[src/rtl/stage_1_multi_if.sv]
// Operand/result handshake bundle between the CORDIC front-end stage and its neighbours.
// The master drives operands and accepts results; the slave is the stage itself.
interface stage_1_multi_if #(
  parameter int FLT_DATA_WIDTH = 32,
  parameter int NUM_CH         = 2
);
  logic                             in_valid;
  logic                             in_ready;
  logic [NUM_CH*FLT_DATA_WIDTH-1:0] x_in;
  logic                             out_valid;
  logic                             out_ready;
  logic [NUM_CH*FLT_DATA_WIDTH-1:0] out_x;
  logic [NUM_CH*FLT_DATA_WIDTH-1:0] out_half;
  logic [NUM_CH*FLT_DATA_WIDTH-1:0] out_square;
  logic                             timeout;

  modport master (
    output in_valid, x_in, out_ready,
    input  in_ready, out_valid, out_x, out_half, out_square, timeout
  );

  modport slave (
    input  in_valid, x_in, out_ready,
    output in_ready, out_valid, out_x, out_half, out_square, timeout
  );
endinterface

[src/rtl/stage_1_multi.sv]
// CORDIC final-adder front end: fans operands into per-channel parts, gathers half,
// square and x_to_cordic as each part finishes, and hands the bundle on with a watchdog.

// One channel: x/2 by exponent decrement, x*x by an early-terminating shift-add multiply.
// Latency is data dependent: one cycle per mantissa bit down to the lowest set bit.
module stage_one_part #(
  parameter int W = 32
) (
  input  logic         clk,
  input  logic         rst,
  input  logic         clk_en,
  input  logic         start,
  input  logic [W-1:0] x,
  output logic         done,
  output logic [W-1:0] half,
  output logic [W-1:0] square,
  output logic [W-1:0] x_to_cordic
);
  localparam int EW   = (W == 64) ? 11 : (W == 16) ? 5 : 8;
  localparam int MW   = W - 1 - EW;
  localparam int BIAS = (1 << (EW - 1)) - 1;
  localparam logic [EW-1:0]          EMAX   = '1;
  localparam logic signed [EW+2:0]   BIAS_S = (EW + 3)'(BIAS);
  localparam logic signed [EW+2:0]   EMAX_S = (EW + 3)'((1 << EW) - 1);

  logic [W-1:0]      x_reg;
  logic [MW:0]       mult_reg;
  logic [2*MW+1:0]   mcand_reg;
  logic [2*MW+1:0]   acc_reg;
  logic              busy_reg;
  logic              done_reg;
  logic [EW-1:0]     x_e;
  logic              is_num;
  logic [EW-1:0]     e;
  logic              carry;
  logic [MW-1:0]     sq_mant;
  logic signed [EW+2:0] e2;
  logic              unused_bits;

  assign x_e    = x[W-2:MW];
  assign is_num = (x_e != '0) && (x_e != EMAX);

  always_ff @(posedge clk) begin
    if (rst) begin
      x_reg     <= '0;
      mult_reg  <= '0;
      mcand_reg <= '0;
      acc_reg   <= '0;
      busy_reg  <= 1'b0;
      done_reg  <= 1'b0;
    end else if (clk_en) begin
      done_reg <= 1'b0;
      if (start) begin
        x_reg     <= x;
        acc_reg   <= '0;
        busy_reg  <= 1'b1;
        mult_reg  <= is_num ? {1'b1, x[MW-1:0]} : '0;
        mcand_reg <= is_num ? ({{(MW + 1){1'b0}}, 1'b1, x[MW-1:0]} << MW) : '0;
      end else if (busy_reg) begin
        if (mult_reg[MW]) acc_reg <= acc_reg + mcand_reg;
        mult_reg  <= mult_reg << 1;
        mcand_reg <= mcand_reg >> 1;
        // Stop as soon as no set multiplier bits remain below the one just consumed.
        if (mult_reg[MW-1:0] == '0) begin
          busy_reg <= 1'b0;
          done_reg <= 1'b1;
        end
      end
    end
  end

  assign e       = x_reg[W-2:MW];
  assign carry   = acc_reg[2*MW+1];
  assign sq_mant = carry ? acc_reg[2*MW -: MW] : acc_reg[2*MW-1 -: MW];
  assign e2      = $signed({3'b000, e}) + $signed({3'b000, e}) - BIAS_S
                   + $signed({{(EW + 2){1'b0}}, carry});

  always_comb begin
    square = '0;
    if (e == '0)              square = '0;
    else if (e == EMAX)       square = {1'b0, x_reg[W-2:0]};
    else if (e2 >= EMAX_S)    square = {1'b0, EMAX, {MW{1'b0}}};
    else if (e2[EW+2] || e2 == '0) square = '0;
    else                      square = {1'b0, e2[EW-1:0], sq_mant};
  end

  // Denormal results flush to signed zero.
  always_comb begin
    half = x_reg;
    if (e == EMAX)              half = x_reg;
    else if (e <= EW'(1))       half = {x_reg[W-1], {(W - 1){1'b0}}};
    else                        half = {x_reg[W-1], e - EW'(1), x_reg[MW-1:0]};
  end

  assign done        = done_reg;
  assign x_to_cordic = x_reg;
  assign unused_bits = ^acc_reg[MW-1:0];
endmodule

module stage_1_multi #(
  parameter int FLT_DATA_WIDTH = 32,
  parameter int NUM_CH         = 2,
  parameter int TIMEOUT_CYCLES = 64
) (
  input  logic            clk,
  input  logic            rst,
  input  logic            clk_en,
  stage_1_multi_if.slave  bus
);
  localparam int W  = FLT_DATA_WIDTH;
  localparam int TW = $clog2(TIMEOUT_CYCLES + 1);

  typedef enum logic [1:0] {IDLE, WORKING, FLUSH, DONE} state_t;

  state_t              state_reg, state_next;
  logic [NUM_CH-1:0]   done_mask_reg, done_mask_next;
  logic [NUM_CH-1:0]   part_done, new_done;
  logic [TW-1:0]       timer_reg, timer_next;
  logic                abort_reg, abort_next;
  logic                start_reg, start_next;
  logic                timeout_reg, timeout_next;
  logic                capture;
  logic                part_rst;
  logic [NUM_CH*W-1:0] x_reg;
  logic [NUM_CH*W-1:0] out_x_reg, out_half_reg, out_square_reg;
  logic [NUM_CH*W-1:0] part_half, part_square, part_x;

  generate
    for (genvar gi = 0; gi < NUM_CH; gi++) begin : g_ch
      stage_one_part #(.W(W)) u_part (
        .clk         (clk),
        .rst         (part_rst),
        .clk_en      (clk_en),
        .start       (start_reg),
        .x           (x_reg[gi*W +: W]),
        .done        (part_done[gi]),
        .half        (part_half[gi*W +: W]),
        .square      (part_square[gi*W +: W]),
        .x_to_cordic (part_x[gi*W +: W])
      );
    end
  endgenerate

  assign part_rst = rst | (state_reg == FLUSH);
  assign new_done = part_done & ~done_mask_reg;

  always_comb begin
    state_next     = state_reg;
    done_mask_next = done_mask_reg;
    timer_next     = timer_reg;
    abort_next     = abort_reg;
    start_next     = 1'b0;
    timeout_next   = 1'b0;
    capture        = 1'b0;
    case (state_reg)
      IDLE: begin
        if (bus.in_valid) begin
          start_next     = 1'b1;
          done_mask_next = '0;
          timer_next     = '0;
          abort_next     = 1'b0;
          state_next     = WORKING;
        end
      end
      WORKING: begin
        capture        = 1'b1;
        done_mask_next = done_mask_reg | part_done;
        timer_next     = timer_reg + TW'(1);
        // Completion on the limit cycle wins over the watchdog.
        if (&done_mask_next) begin
          state_next = FLUSH;
        end else if (timer_reg == TW'(TIMEOUT_CYCLES - 1)) begin
          timeout_next = 1'b1;
          abort_next   = 1'b1;
          state_next   = FLUSH;
        end
      end
      FLUSH:   state_next = abort_reg ? IDLE : DONE;
      DONE:    if (bus.out_ready) state_next = IDLE;
      default: state_next = IDLE;
    endcase
  end

  always_ff @(posedge clk) begin
    if (rst) begin
      state_reg     <= IDLE;
      done_mask_reg <= '0;
      timer_reg     <= '0;
      abort_reg     <= 1'b0;
      start_reg     <= 1'b0;
      timeout_reg   <= 1'b0;
      x_reg         <= '0;
    end else if (clk_en) begin
      state_reg     <= state_next;
      done_mask_reg <= done_mask_next;
      timer_reg     <= timer_next;
      abort_reg     <= abort_next;
      start_reg     <= start_next;
      timeout_reg   <= timeout_next;
      if (start_next) x_reg <= bus.x_in;
    end
  end

  always_ff @(posedge clk) begin
    if (rst) begin
      out_x_reg      <= '0;
      out_half_reg   <= '0;
      out_square_reg <= '0;
    end else if (clk_en && capture) begin
      for (int k = 0; k < NUM_CH; k++) begin
        if (new_done[k]) begin
          out_x_reg[k*W +: W]      <= part_x[k*W +: W];
          out_half_reg[k*W +: W]   <= part_half[k*W +: W];
          out_square_reg[k*W +: W] <= part_square[k*W +: W];
        end
      end
    end
  end

  assign bus.in_ready   = (state_reg == IDLE);
  assign bus.out_valid  = (state_reg == DONE);
  assign bus.out_x      = out_x_reg;
  assign bus.out_half   = out_half_reg;
  assign bus.out_square = out_square_reg;
  assign bus.timeout    = timeout_reg;
endmodule
[src/flat_wrapper.sv]
// flat-port wrapper written by rule: the top's interface ports become plain ports
module stage_1_multi_flat 
#(
  parameter int FLT_DATA_WIDTH = 32,
  parameter int NUM_CH         = 2,
  parameter int TIMEOUT_CYCLES = 64
)
  (clk, rst, clk_en, bus_in_valid, bus_x_in, bus_out_ready, bus_in_ready, bus_out_valid, bus_out_x, bus_out_half, bus_out_square, bus_timeout);
  stage_1_multi_if #(.FLT_DATA_WIDTH(FLT_DATA_WIDTH), .NUM_CH(NUM_CH)) bus_i ();
  input  logic clk;
  input  logic rst;
  input  logic clk_en;
  input wire logic [$bits(bus_i.in_valid)-1:0] bus_in_valid;
  input wire logic [$bits(bus_i.x_in)-1:0] bus_x_in;
  input wire logic [$bits(bus_i.out_ready)-1:0] bus_out_ready;
  output wire logic [$bits(bus_i.in_ready)-1:0] bus_in_ready;
  output wire logic [$bits(bus_i.out_valid)-1:0] bus_out_valid;
  output wire logic [$bits(bus_i.out_x)-1:0] bus_out_x;
  output wire logic [$bits(bus_i.out_half)-1:0] bus_out_half;
  output wire logic [$bits(bus_i.out_square)-1:0] bus_out_square;
  output wire logic [$bits(bus_i.timeout)-1:0] bus_timeout;
  assign bus_i.in_valid = bus_in_valid;
  assign bus_i.x_in = bus_x_in;
  assign bus_i.out_ready = bus_out_ready;
  assign bus_in_ready = bus_i.in_ready;
  assign bus_out_valid = bus_i.out_valid;
  assign bus_out_x = bus_i.out_x;
  assign bus_out_half = bus_i.out_half;
  assign bus_out_square = bus_i.out_square;
  assign bus_timeout = bus_i.timeout;
  stage_1_multi #(.FLT_DATA_WIDTH(FLT_DATA_WIDTH), .NUM_CH(NUM_CH), .TIMEOUT_CYCLES(TIMEOUT_CYCLES)) u_core (.clk(clk), .rst(rst), .clk_en(clk_en), .bus(bus_i));
endmodule
[config.mk]
export PLATFORM = sky130hd
export DESIGN_NAME = stage_1_multi_flat
export DESIGN_NICKNAME = d
export VERILOG_FILES = /design/src/rtl/stage_1_multi_if.sv /design/src/rtl/stage_1_multi.sv /design/src/flat_wrapper.sv
export SDC_FILE = /design/constraint.sdc
export NUM_CORES = 1
export LEC_CHECK = 0
export CAP_MARGIN = 20
export CORE_ASPECT_RATIO = 0.7
export CORE_MARGIN = 2
export CORE_UTILIZATION = 55
export CTS_BUF_LIST = sky130_fd_sc_hd__clkbuf_4 sky130_fd_sc_hd__clkbuf_8 sky130_fd_sc_hd__clkbuf_16
export DETAILED_ROUTE_END_ITERATION = 7
export PLACE_DENSITY = 0.76
export SKIP_LAST_GASP = 1
export SLEW_MARGIN = 5
export SYNTH_ARGS = -nofsm -noshare
export SYNTH_HDL_FRONTEND = slang
export SYNTH_SLANG_ARGS = --single-unit
[constraint.sdc]
create_clock -name clk -period 7.2 [get_ports clk]
set_clock_uncertainty 0.1 [all_clocks]
set_input_delay 1.08 -clock clk [delete_from_list [all_inputs] [get_ports clk]]
set_output_delay 1.08 -clock clk [all_outputs]
set_load 0.01 [all_outputs]
After elaboration in Yosys (flattened, before gate mapping):

Index checks and enable logic that the tools add are counted.

* register bits: 578
* output and inout bits: 195
* logic and storage cells: 152

* add/sub/neg operators: 11
* order comparisons: 4
* equality and inequality tests: 13
* mux-type cells: 64
* bitwise logic cells: 4
* reduce and logical (&&, ||, !) cells: 31

Operator list (number)
* 2-to-1 mux 48 bit: 10
* 2-to-1 mux 31 bit: 12
* 2-to-1 mux 24 bit: 6
* adder 48 bit: 2
* 2-to-1 mux 47 bit: 2
* zero test 23 bit: 2
* 2-to-1 mux 23 bit: 2
* adder 10 x 2 -> 11 bit: 2
* greater-or-equal comparator 11 x 9 -> 1 bit (second input constant): 2
* zero test 11 bit: 2
* 2-to-1 mux 1 bit: 21
* subtractor 9 x 7 -> 10 bit (second input constant): 2
* adder 8 x 8 -> 9 bit: 2
* equality test 8 bit (second input constant): 2
* less-or-equal comparator 8 x 1 -> 1 bit (second input constant): 2
* zero test 8 bit: 2
* != test 8 bit (second input constant): 2
* nonzero test 8 bit: 2
* subtractor 8 x 1 -> 8 bit (second input constant): 2
* one-hot mux 7 bit (2 select lines): 1
* AND reduction 2 bit: 7
* 2-to-1 mux 2 bit: 6
* nonzero test 2 bit: 5
* AND reduction 3 bit: 3
* other kinds (20): 26

Depth between registers and ports, before layout:

* word-level depth: 9
* depth in mapped cells: 14

Modules after synthesis:

Synthesis repeated with hierarchy kept, for this count alone.

* cell total of the unflattened synthesis: 3576
* area, all modules: 27970.6 µm²

By module, submodules not included
* stage_1_multi: instances 1, cells each 1196, area each 9497.9 µm², seq. area each 5405.2 µm²
* stage_one_part (u_core.g_ch[1].u_part): instances 1, cells each 1212, area each 9278.9 µm², seq. area each 3062.9 µm²
* stage_one_part (u_core.g_ch[0].u_part): instances 1, cells each 1168, area each 9193.8 µm², seq. area each 3062.9 µm²

Worst setup path after synthesis:

Ideal clock, no wire load.

* path kind: reg-to-reg
* from: register u_core.g_ch[0].u_part.mcand_reg[0]
* to: register u_core.g_ch[0].u_part.acc_reg[40]
* data arrival time: 2.707 ns
* data required time: 6.975 ns
* slack: 4.267 ns
* cell stages (with the launch flop): 13
* buffers on the path: 0
* path through: dfxtp_1 > ha_1 > fa_1 > a21o_1 > a21oi_2 > o21a_1 > o211ai_2 > o2111a_1 > o2111ai_2 > a21oi_2 > a311oi_1 > xor2_1 > o21ai_1

* cells in the longest elaborated chain, start to end: 4

Ends and longest elaborated chain
* start, declared: RTL line stage_1_multi.sv:28 `logic [2*MW+1:0] mcand_reg;`
* start signal, assigned: RTL line stage_1_multi.sv:58 `mcand_reg <= is_num ? ({{(MW + 1){1'b0}}, 1'b1, x[MW-1:0]} << MW) : '0;`
* start signal, assigned: RTL line stage_1_multi.sv:62 `mcand_reg <= mcand_reg >> 1;`
* adder 48 bit: RTL line stage_1_multi.sv:60 `if (mult_reg[MW]) acc_reg <= acc_reg + mcand_reg;`
* 2-to-1 mux 48 bit: RTL line stage_1_multi.sv:60
* 2-to-1 mux 48 bit: RTL line stage_1_multi.sv:59 `end else if (busy_reg) begin`
* 2-to-1 mux 48 bit: RTL line stage_1_multi.sv:53 `if (start) begin`
* end signal, assigned: RTL line stage_1_multi.sv:60
* end, declared: RTL line stage_1_multi.sv:29 `logic [2*MW+1:0] acc_reg;`

Every way passes these cells. The select of a mux whose other input is x is not followed.
A chain may end at the register's enable or synchronous reset.

Final worst setup path:

* from: input clk_en
* to: register u_core.g_ch[0].u_part.acc_reg[38]

* cells in the longest elaborated chain, start to end: 1

Ends and longest elaborated chain
* start, declared: RTL line flat_wrapper.sv:12 `input logic clk_en;`
* AND reduction 3 bit (no source line)

Every way passes these cells.

==> flow_summary_export.csv <==
group,metric,value,unit
global_route,overflow,0,
job,drv_cap,0,
global_route,grt_pass1_vias,23200,
timing,period_minus_slack,4.90,ns
power,p_per_area,215,nW/um^2
clock_tree,post_cts_resized,0,
power,p_leak,11.8,nW
routing,drt_iter0_drc,2909,
power,swShare,24.5,%
placed_design,place_ws,1.80,ns
die,die_width,268,um
yosys,synth.avg_cell_area,8.05,um^2
critical_path,r2r_cells,7,
placed_design,dp.cells,4050,
clock_tree,cts_tree,"yes",
yosys,yosys.area.top_type_share,42.7,%
clock_tree,cts_buffer_depth,3,
routing,antenna_left,0,
routing,wl_per_cell,19.6,um
routing,top_layer_used,"met4",
routing,met3_length,7990,um
yosys,ys_seq_elements,572,
power,p_seq_share,48.3,%
critical_path,reg2reg_slack,2.74,ns
global_route,antenna_found_initial,5,
cells_and_area,largest_reg_flops,96,
yosys,ys.warnings.count,0,
critical_path,r2r_end,"u_core.g_ch[0].u_part.acc_reg[38]",
clock_tree,path_clk_slew,0.07,ns
yosys,synthTopCellsByCount,"nand2_1, dfxtp_1, a21oi_1",
timing,fmax,0.204,GHz
critical_path,critPathLaunchType,"input pin",
clock_tree,numCtsBuffers,54,
routing,drcViolationCount,0,
clock_tree,root_buffer,"clkbuf_16",
global_route,grt_pass1_wl,128000,um
clock_tree,cts_setup_buffers,0,
power,peakVddDrop,0.187,mV
critical_path,crit_type,"in2reg",
critical_path,end_kind,"flip-flop",
yosys,synthArstFlopShare,0,%
die,start_util,55.8,%
clock_tree,clock-sinks,572,
yosys,ys.flop_type,"dfxtp_1",
critical_path,critPathArrivalTime,5.30,ns
routing,drt_wl_total,81400,um
timing,final-max-slew-violation-count,0,
yosys,ys_top_cells_by_area,"dfxtp_1, nand2_1, a21oi_1",
cells_and_area,drive_above_1_share,5.38,%
die,die_h,189,um
die,io-pin-count,264,
yosys,yosys.cell_types.count,84,
placed_design,io_buffers,261,
die,dieArea,50600,um^2
timing,setup_violations,0,
worst_hold_path,holdPathStages,2,
run_status,status,"finished, final reports clean",
die,num_rows,67,
power,p_int,5.14,mW
timing,tightest_slew,1.09,ns
timing,slew_headroom,27.5,%
routing,route.met2.wl,34000,um
yosys,syn-cell-area,26800,um^2
cells_and_area,synthToLayoutAreaGrowth,18.1,%
critical_path,cp_data_required_time,7.60,ns
power,clockPowerShare,45.0,%
cells_and_area,nets,3637,
yosys,synthCells,3330,
routing,viasPerCell,6.11,
routing,vias,25400,
timing,tns,0,ns
power,combPwrFrac,6.6,%
timing,grt_setup_unrepaired,"no",
timing,fin_crit_sh,68.0,%
global_route,grtUsageTotal,31.2,%
worst_hold_path,hold_end,"u_core.bus.out_square[40]",
worst_hold_path,hold_path.class,"reg2reg",
routing,wl_met1,37800,um
yosys,ys_seq_area_share,42.7,%
die,core_area,48000,um^2
timing,finalHoldViolations,0,
yosys,yosys.area.top_type,"dfxtp_1",
critical_path,crit-reg2reg-launch,"u_core.start_reg",
clock_tree,clk_latency,0.60,ns
clock_tree,cts_hold_buf,0,
placed_design,place_congestion,0.953,
critical_path,cp_max_fo,25,
yosys,yosys.cell_count.top_type,"nand2_1",
worst_hold_path,min_from,"u_core.bus.out_square[40]",
timing,fin_ws,2.30,ns
placed_design,dp_hpwl,57900,um
routing,firstDrtPassIters,8,
clock_tree,htreeDepth,2,
yosys,synth_edf_count,0,
power,power.switching,1.67,mW
cells_and_area,instances_no_fill,4156,
global_route,grt_max_degree,87,
cells by family after synthesis:
kind of cell	Yosys count	synth area share, %
AND/OR/NAND/NOR	1105	17.3
buffers and inverters	267	3.99
flip-flops	572	42.7
multiplexers	49	1.83
AO/OA/AOI/OAI	1108	25.0
adder cells (fa/ha/maj)	115	5.42
other	1	0.0140
XOR/XNOR	113	3.69
metrics by stage:
stage / hold WS, ns / util (%) / power, mW / cell area [um^2]
floorplan: 0.329 / - / 3.63 / 26800
global placement: 0.335 / 61.7 / 3.78 / 29600
detailed placement: 0.343 / 61.8 / 3.80 / 29700
CTS: 0.352 / 65.8 / 6.81 / 31600
global route: 0.369 / 65.9 / 6.99 / 31700
finish: 0.350 / 65.9 / 6.81 / 31700
cells in the final DEF (no fill, tap or decap), drive strengths merged, types with 8 or more instances in the layout:
| master | count |
|---|---|
| nand2 | 652 |
| dfxtp | 572 |
| a21oi | 470 |
| o21ai | 267 |
| clkdlybuf4s50 | 260 |
| nor2 | 255 |
| a22oi | 170 |
| ha | 113 |
| clkbuf | 75 |
| xor2 | 59 |
| a21o | 56 |
| xnor2 | 54 |
| mux2i | 49 |
| inv | 43 |
| buf | 32 |
| nand3 | 29 |
| nand4 | 28 |
| nor4 | 22 |
| a31oi | 22 |
| o21bai | 21 |
| nor2b | 18 |
| nor3 | 18 |
| and3 | 17 |
| a211oi | 16 |
| and2 | 13 |
| o21a | 13 |
| nand2b | 12 |
| o211ai | 10 |
| nor3b | 9 |
| clkinv | 9 |
| a22o | 8 |
| a32oi | 8 |
worst max-delay path, cell delays in order:
cell	delay, ns
clkdlybuf4s50_1	0.95
and3_1	0.88
and2_1	0.87
nand2_1	0.77
a211oi_1	0.43
a21oi_1	0.07
nor3_1	0.23
area by class of cell:
cell class	instances	area (um^2)
fillers	3968	16400
clock buffers	75	1580
flip-flops and latches	572	11500
repair buffers	292	2890
inverters	41	154
well taps	655	820
diodes	5	12.5
clock inverters	24	329
multi-input cells	2492	14400
layer usage:
metal  GRT usage, %  vias to the layer above
li1               -                    11900
met1           47.5                    12100
met2           45.3                     1175
met3           5.76                      134
met4           6.79                        0
met5              0                        -
power by group through the flow:
| stage | Combinational (mW) | Sequential (mW) | Clock [mW] |
|---|---|---|---|
| after floorplan | 0.297 | 3.33 | 0 |
| after global placement | 0.421 | 3.36 | 0 |
| after detailed placement | 0.438 | 3.36 | 0 |
| after CTS | 0.441 | 3.29 | 3.08 |
| after global routing | 0.487 | 3.29 | 3.21 |
| final | 0.450 | 3.29 | 3.07 |
how the worst max path moves through the flow:
stage,start,slack (ns),endpoint,cells after the start
after floorplan,u_core.g_ch[0].u_part.mcand_reg[0],4.27,u_core.g_ch[0].u_part.acc_reg[40],12
after global placement,clk_en,2.00,u_core.g_ch[0].u_part.acc_reg[38],7
after detailed placement,clk_en,1.80,u_core.g_ch[0].u_part.acc_reg[38],7
after CTS,clk_en,2.35,u_core.g_ch[0].u_part.acc_reg[38],7
after global routing,clk_en,2.05,u_core.bus.out_square[8],8
final,clk_en,2.30,u_core.g_ch[0].u_part.acc_reg[38],7
Note: power is estimated with default switching activity, not from simulation.
